[src/rtl/mul_sched_pkg.sv]
// Shared definitions for the multiplier scheduler: FSM encoding, default sizes
// and a ceiling-log2 helper used for pointer and counter widths.
package mul_sched_pkg;

    typedef enum logic [2:0] {
        ST_IDLE  = 3'd0,
        ST_CLEAR = 3'd1,
        ST_LOAD  = 3'd2,
        ST_RUN   = 3'd3,
        ST_DONE  = 3'd4
    } state_t;

    localparam int DEF_WIDTH   = 8;
    localparam int DEF_NREQ    = 4;
    localparam int DEF_TIMEOUT = 64;

    function automatic int clog2(input int value);
        int r;
        r = 0;
        for (int i = 0; i < 31; i++) begin
            if ((1 << i) < value) r = i + 1;
        end
        return r;
    endfunction

endpackage

[src/rtl/mul_sched_rr_arbiter.sv]
// Rotating-priority search: picks the first asserted request at or after the
// pointer, wrapping from NREQ-1 back to 0. Purely combinational.
module rr_arbiter
    import mul_sched_pkg::*;
#(
    parameter int NREQ = DEF_NREQ,
    parameter int IW   = clog2(DEF_NREQ)
) (
    input  logic [NREQ-1:0] i_req,
    input  logic [IW-1:0]   i_ptr,
    output logic [NREQ-1:0] o_gnt,
    output logic [IW-1:0]   o_idx,
    output logic            o_any
);

    logic [IW:0] w_pos;

    always_comb begin
        o_gnt = '0;
        o_idx = '0;
        o_any = 1'b0;
        w_pos = '0;
        for (int k = 0; k < NREQ; k++) begin
            w_pos = {1'b0, i_ptr} + (IW+1)'(k);
            if (w_pos >= (IW+1)'(NREQ)) w_pos = w_pos - (IW+1)'(NREQ);
            if (!o_any && i_req[w_pos[IW-1:0]]) begin
                o_any                = 1'b1;
                o_gnt[w_pos[IW-1:0]] = 1'b1;
                o_idx                = w_pos[IW-1:0];
            end
        end
    end

endmodule

[src/rtl/mul_sched.sv]
// Round-robin scheduler sharing one sequential multiplier datapath among NREQ
// requesters; sequences clear/load/run and returns the product with a done pulse.
module mul_sched
    import mul_sched_pkg::*;
#(
    parameter int WIDTH   = DEF_WIDTH,
    parameter int NREQ    = DEF_NREQ,
    parameter int TIMEOUT = DEF_TIMEOUT
) (
    input  logic                  clk,
    input  logic                  reset_n,
    input  logic [NREQ-1:0]       req,
    input  logic [NREQ*WIDTH-1:0] op_a,
    input  logic [NREQ*WIDTH-1:0] op_b,
    output logic [NREQ-1:0]       gnt,
    output logic [NREQ-1:0]       done,
    output logic [2*WIDTH-1:0]    result,
    output logic                  err,
    output logic                  dp_clr,
    output logic                  dp_load,
    output logic                  dp_busy,
    output logic [WIDTH-1:0]      dp_op_a,
    output logic [WIDTH-1:0]      dp_op_b,
    input  logic [2*WIDTH-1:0]    dp_mul,
    input  logic                  dp_ready
);

    localparam int IW = clog2(NREQ);
    localparam int CW = clog2(TIMEOUT);

    state_t               r_state;
    logic [IW-1:0]        r_ptr;
    logic [IW-1:0]        r_idx;
    logic [CW-1:0]        r_cnt;
    logic [NREQ-1:0]      r_gnt;
    logic [NREQ-1:0]      r_done;
    logic [2*WIDTH-1:0]   r_result;
    logic                 r_err;
    logic                 r_clr;
    logic                 r_load;
    logic                 r_busy;
    logic [WIDTH-1:0]     r_op_a;
    logic [WIDTH-1:0]     r_op_b;

    logic [NREQ-1:0]      w_gnt;
    logic [IW-1:0]        w_idx;
    logic                 w_any;
    logic [WIDTH-1:0]     w_a [NREQ];
    logic [WIDTH-1:0]     w_b [NREQ];

    for (genvar g = 0; g < NREQ; g++) begin : g_unpack
        assign w_a[g] = op_a[g*WIDTH +: WIDTH];
        assign w_b[g] = op_b[g*WIDTH +: WIDTH];
    end

    rr_arbiter #(
        .NREQ (NREQ),
        .IW   (IW)
    ) u_arb (
        .i_req (req),
        .i_ptr (r_ptr),
        .o_gnt (w_gnt),
        .o_idx (w_idx),
        .o_any (w_any)
    );

    always_ff @(posedge clk or negedge reset_n) begin
        if (!reset_n) begin
            r_state  <= ST_IDLE;
            r_ptr    <= '0;
            r_idx    <= '0;
            r_cnt    <= '0;
            r_gnt    <= '0;
            r_done   <= '0;
            r_result <= '0;
            r_err    <= 1'b0;
            r_clr    <= 1'b0;
            r_load   <= 1'b0;
            r_busy   <= 1'b0;
            r_op_a   <= '0;
            r_op_b   <= '0;
        end else begin
            r_clr  <= 1'b0;
            r_load <= 1'b0;
            r_done <= '0;
            case (r_state)
                ST_IDLE: begin
                    if (w_any) begin
                        r_idx   <= w_idx;
                        r_op_a  <= w_a[w_idx];
                        r_op_b  <= w_b[w_idx];
                        r_gnt   <= w_gnt;
                        r_clr   <= 1'b1;
                        r_state <= ST_CLEAR;
                    end
                end
                ST_CLEAR: begin
                    r_load  <= 1'b1;
                    r_state <= ST_LOAD;
                end
                ST_LOAD: begin
                    r_cnt   <= '0;
                    r_busy  <= 1'b1;
                    r_state <= ST_RUN;
                end
                ST_RUN: begin
                    r_cnt <= r_cnt + CW'(1);
                    // dp_ready has priority, so a completion on the last allowed cycle is not an error
                    if (dp_ready || r_cnt == CW'(TIMEOUT-1)) begin
                        r_busy   <= 1'b0;
                        r_result <= dp_mul;
                        r_done   <= r_gnt;
                        r_err    <= !dp_ready;
                        r_state  <= ST_DONE;
                    end
                end
                ST_DONE: begin
                    r_gnt   <= '0;
                    r_ptr   <= (r_idx == IW'(NREQ-1)) ? '0 : r_idx + IW'(1);
                    r_state <= ST_IDLE;
                end
                default: r_state <= ST_IDLE;
            endcase
        end
    end

    assign gnt     = r_gnt;
    assign done    = r_done;
    assign result  = r_result;
    assign err     = r_err;
    assign dp_clr  = r_clr;
    assign dp_load = r_load;
    assign dp_busy = r_busy;
    assign dp_op_a = r_op_a;
    assign dp_op_b = r_op_b;

endmodule
[config.mk]
export PLATFORM = sky130hd
export DESIGN_NAME = mul_sched
export DESIGN_NICKNAME = d
export VERILOG_FILES = /design/src/rtl/mul_sched_pkg.sv /design/src/rtl/mul_sched_rr_arbiter.sv /design/src/rtl/mul_sched.sv
export SDC_FILE = /design/constraint.sdc
export NUM_CORES = 1
export LEC_CHECK = 0
export CAP_MARGIN = 0
export CORE_MARGIN = 3
export CORE_UTILIZATION = 30
export DETAILED_ROUTE_END_ITERATION = 10
export HOLD_SLACK_MARGIN = 0.06
export PLACE_DENSITY_LB_ADDON = 0.05
export SETUP_SLACK_MARGIN = 0.15
export SYNTH_ARGS = -nofsm -noshare
export SYNTH_HDL_FRONTEND = slang
export SYNTH_SLANG_ARGS = --single-unit
[constraint.sdc]
create_clock -name clk -period 5.05 [get_ports clk]
set_input_delay 1.01 -clock clk [delete_from_list [all_inputs] [get_ports clk]]
set_output_delay 1.01 -clock clk [all_outputs]
set_load 0.02 [all_outputs]
==> out/results.ini <==
[route]
wire_per_inst_um = 16.5
viasPerCell = 5.12
drc_errors = 0
routed_wl_um = 10700
drt_iter0_markers = 185
ant_nets = 0
vias = 3325
firstDrtPassIters = 4

[power]
powerDensity_mw_per_mm2 = 595
power_mw = 3.16
power_leakage_nw = 2.20
vdd_ir_drop_max_mv = 0.246

[placed_design]
hpwl_um = 7740
routabilityCongestion = 0.802
port_buffers = 130

[sta]
fmax_mhz = 262
period_minus_slack_ps = 3820
worst_pin_slew_ps = 1100
rsz0062_at_grt = false
final_max_slew_viol_count = 0
hold_slack_ps = 489
skew_ps = 5.23
slew_headroom_pct = 25.6
setup_viol = 0
tns_ps = 0
final_hold_viol_count = 0
period_share_pct = 75.7

[final_layout]
mostFrequentLayoutCell = clkdlybuf4s50_1
syn_to_final_growth_pct = 46.2
most-common-layout-cells = 129 x clkdlybuf4s50_1, 56 x dfrtp_1, 55 x nand2_1, 36 x nor2_1, 33 x mux2i_1
diodes = 0
drive_above_1_share_pct = 12.4
final_nets = 598

[critical_path]
reg2reg_to = dp_op_a[5]$_DFFE_PN0P_
crit_type = input port to flip-flop
cp_slowest_cell = clkdlybuf4s50_1
r2r_start = r_ptr[1]$_DFFE_PN0P_
required_ps = 5250
crit_start = req[0]
crit_arrival_ps = 4020
start_kind = input port
slowest_delay_ps = 720
rrSetupSlack_ps = 1320
critPathMaxFanout = 13
critical_path.endpoint_type = flip-flop
path_cells = clkdlybuf4s50_1, inv_1, mux4_2, o21bai_4, nand2_1, o221a_1, a221o_1
r2r_cells = 7

[yosys]
ys_ff_latch = 57
synth_cell_types = 52
syn_inst = 381
async_flop_share_pct = 100
yosys_warnings = 0
synth_area_mm2 = 0.00363
synth_fp_nets = 477
syn_area_per_cell_um2 = 9.53
synth_edf_count = 0
synth_ff_type = dfrtp_1
ys_seq_area_share_pct = 39.3

[job]
cap_violations = 0

[global_routing]
grtUsageMet1_pct = 20.7
grt.total_usage_pct = 15.9
grt_pass1_wl_um = 17000
antenna_found_initial = 0
grt.overflow.total = 0
met2_usage_pct = 26.4
busiest_layer = met2
grt_pass1_vias = 3302
met3_usage_pct = 4.07
grt_start_max_net_pins = 58

[floorplanning]
die_x_um = 116
die_y_um = 116
dieArea_mm2 = 0.0135
initial_utilization_pct = 31.3
num_io_pins = 131
rows = 39
coreArea_mm2 = 0.0116

[clocking]
clock_sinks = 57
hold_buffers = 0
clk_latency_ps = 320
post_cts_resized = 0
h-tree-depth = 3
tritoncts = done
root_buffer = clkbuf_16
cts_buffers = 9
clk_pin_slew_ps = 50
cts_setup_buffers = 0
clk_path_buf_depth = 2

[status]
status = complete, no violations

[worst_hold_path]
hp-class = flip-flop to flip-flop
hold_end = r_idx[1]$_DFFE_PN0P_
hp-start = r_idx[1]$_DFFE_PN0P_
hold_depth = 2

==> worst max-delay path by stage <==
stage	endpoint	depth (start not counted)
after floorplan	dp_op_a[5]$_DFFE_PN0P_	9
after global routing	dp_op_b[5]$_DFFE_PN0P_	7
after global placement	dp_op_a[5]$_DFFE_PN0P_	7
after detailed placement	dp_op_a[5]$_DFFE_PN0P_	7
after CTS	dp_op_a[5]$_DFFE_PN0P_	7
final	dp_op_a[5]$_DFFE_PN0P_	7
==> metrics by stage <==
stage	cells	setup WS (ps)	util [%]	instance area, um^2
floorplan	381	2270	-	3630
global placement	634	985	43.2	5010
detailed placement	634	922	43.2	5010
CTS	650	1250	45.7	5310
global route	650	984	45.7	5310
finish	650	1230	45.7	5310
==> flip-flops by register name, indices dropped and copies added (netlist names) <==
signal   cells
dp_op_b      8
r_state      3
r_ptr        2
err          1
gnt          4
dp_load      1
dp_clr       1
r_cnt        6
result      16
dp_op_a      8
r_idx        2
done         4
dp_busy      1
==> where the power goes <==
| part | total [mW] | leakage, nW | internal, mW | switching (mW) |
|---|---|---|---|---|
| Combinational | 1.76 | 1.36 | 0.800 | 0.958 |
| Sequential | 0.801 | 0.696 | 0.660 | 0.141 |
| Clock | 0.601 | 0.137 | 0.380 | 0.221 |
==> worst max-delay path, delay by kind of cell <==
kind                   cells  cell delay, ps
AO/OA/AOI/OAI              3            1180
buffers and inverters      2             870
multiplexers               1             540
AND/OR/NAND/NOR            1             410
==> synthesized netlist by cell type, drive strengths merged (2+ instances only) <==
cell	count	area share [%]
nor4	3	0.69
mux4	3	1.9
dfrtp	57	39
o211a	3	0.83
nand2b	4	0.69
buf	17	3.0
inv	17	1.8
nor2	37	3.8
a22oi	4	0.83
nand3	6	0.83
a21oi	7	1.1
o21ai	18	2.5
nand2	55	5.7
o211ai	6	1.2
nor2b	3	0.52
a22o	2	0.48
or4	2	0.41
ha	9	3.1
mux2i	33	9.1
and2	4	0.69
nor3b	2	0.41
nor3	2	0.28
clkbuf	9	0.93
a2111oi	10	2.6
or2	7	1.2
o2111ai	16	4.0
xor2	2	0.48
a211oi	10	2.1
mux2	18	5.6
==> cell families (layout without fill, tap and decap cells) <==
group | count (synthesis) | in the layout | synth area share, %
flops | 57 | 57 | 39.3
fa+ha+maj | 9 | 9 | 3.10
xor+xnor | 2 | 2 | 0.482
mux | 54 | 54 | 16.5
buf+inv | 43 | 169 | 5.72
compound gates | 86 | 86 | 18.5
simple gates | 130 | 130 | 16.4
==> routing by layer <==
layer / wire length (um) / part of all wire [%]
met5: 0 / 0
met4: 99 / 0.92
met3: 622 / 5.8
met2: 5280 / 49
met1: 4730 / 44
==> cell type report <==
class                           count  area (um^2)
Fill cell                        1116         6300
Multi-Input combinational cell    281         2000
Sequential cell                    57         1430
Timing Repair Buffer              136         1340
Clock buffer                        9          225
Tap cell                          143          179
Clock inverter                      7         71.3
Inverter                           17         63.8
Note: power is estimated with default switching activity, not from simulation.
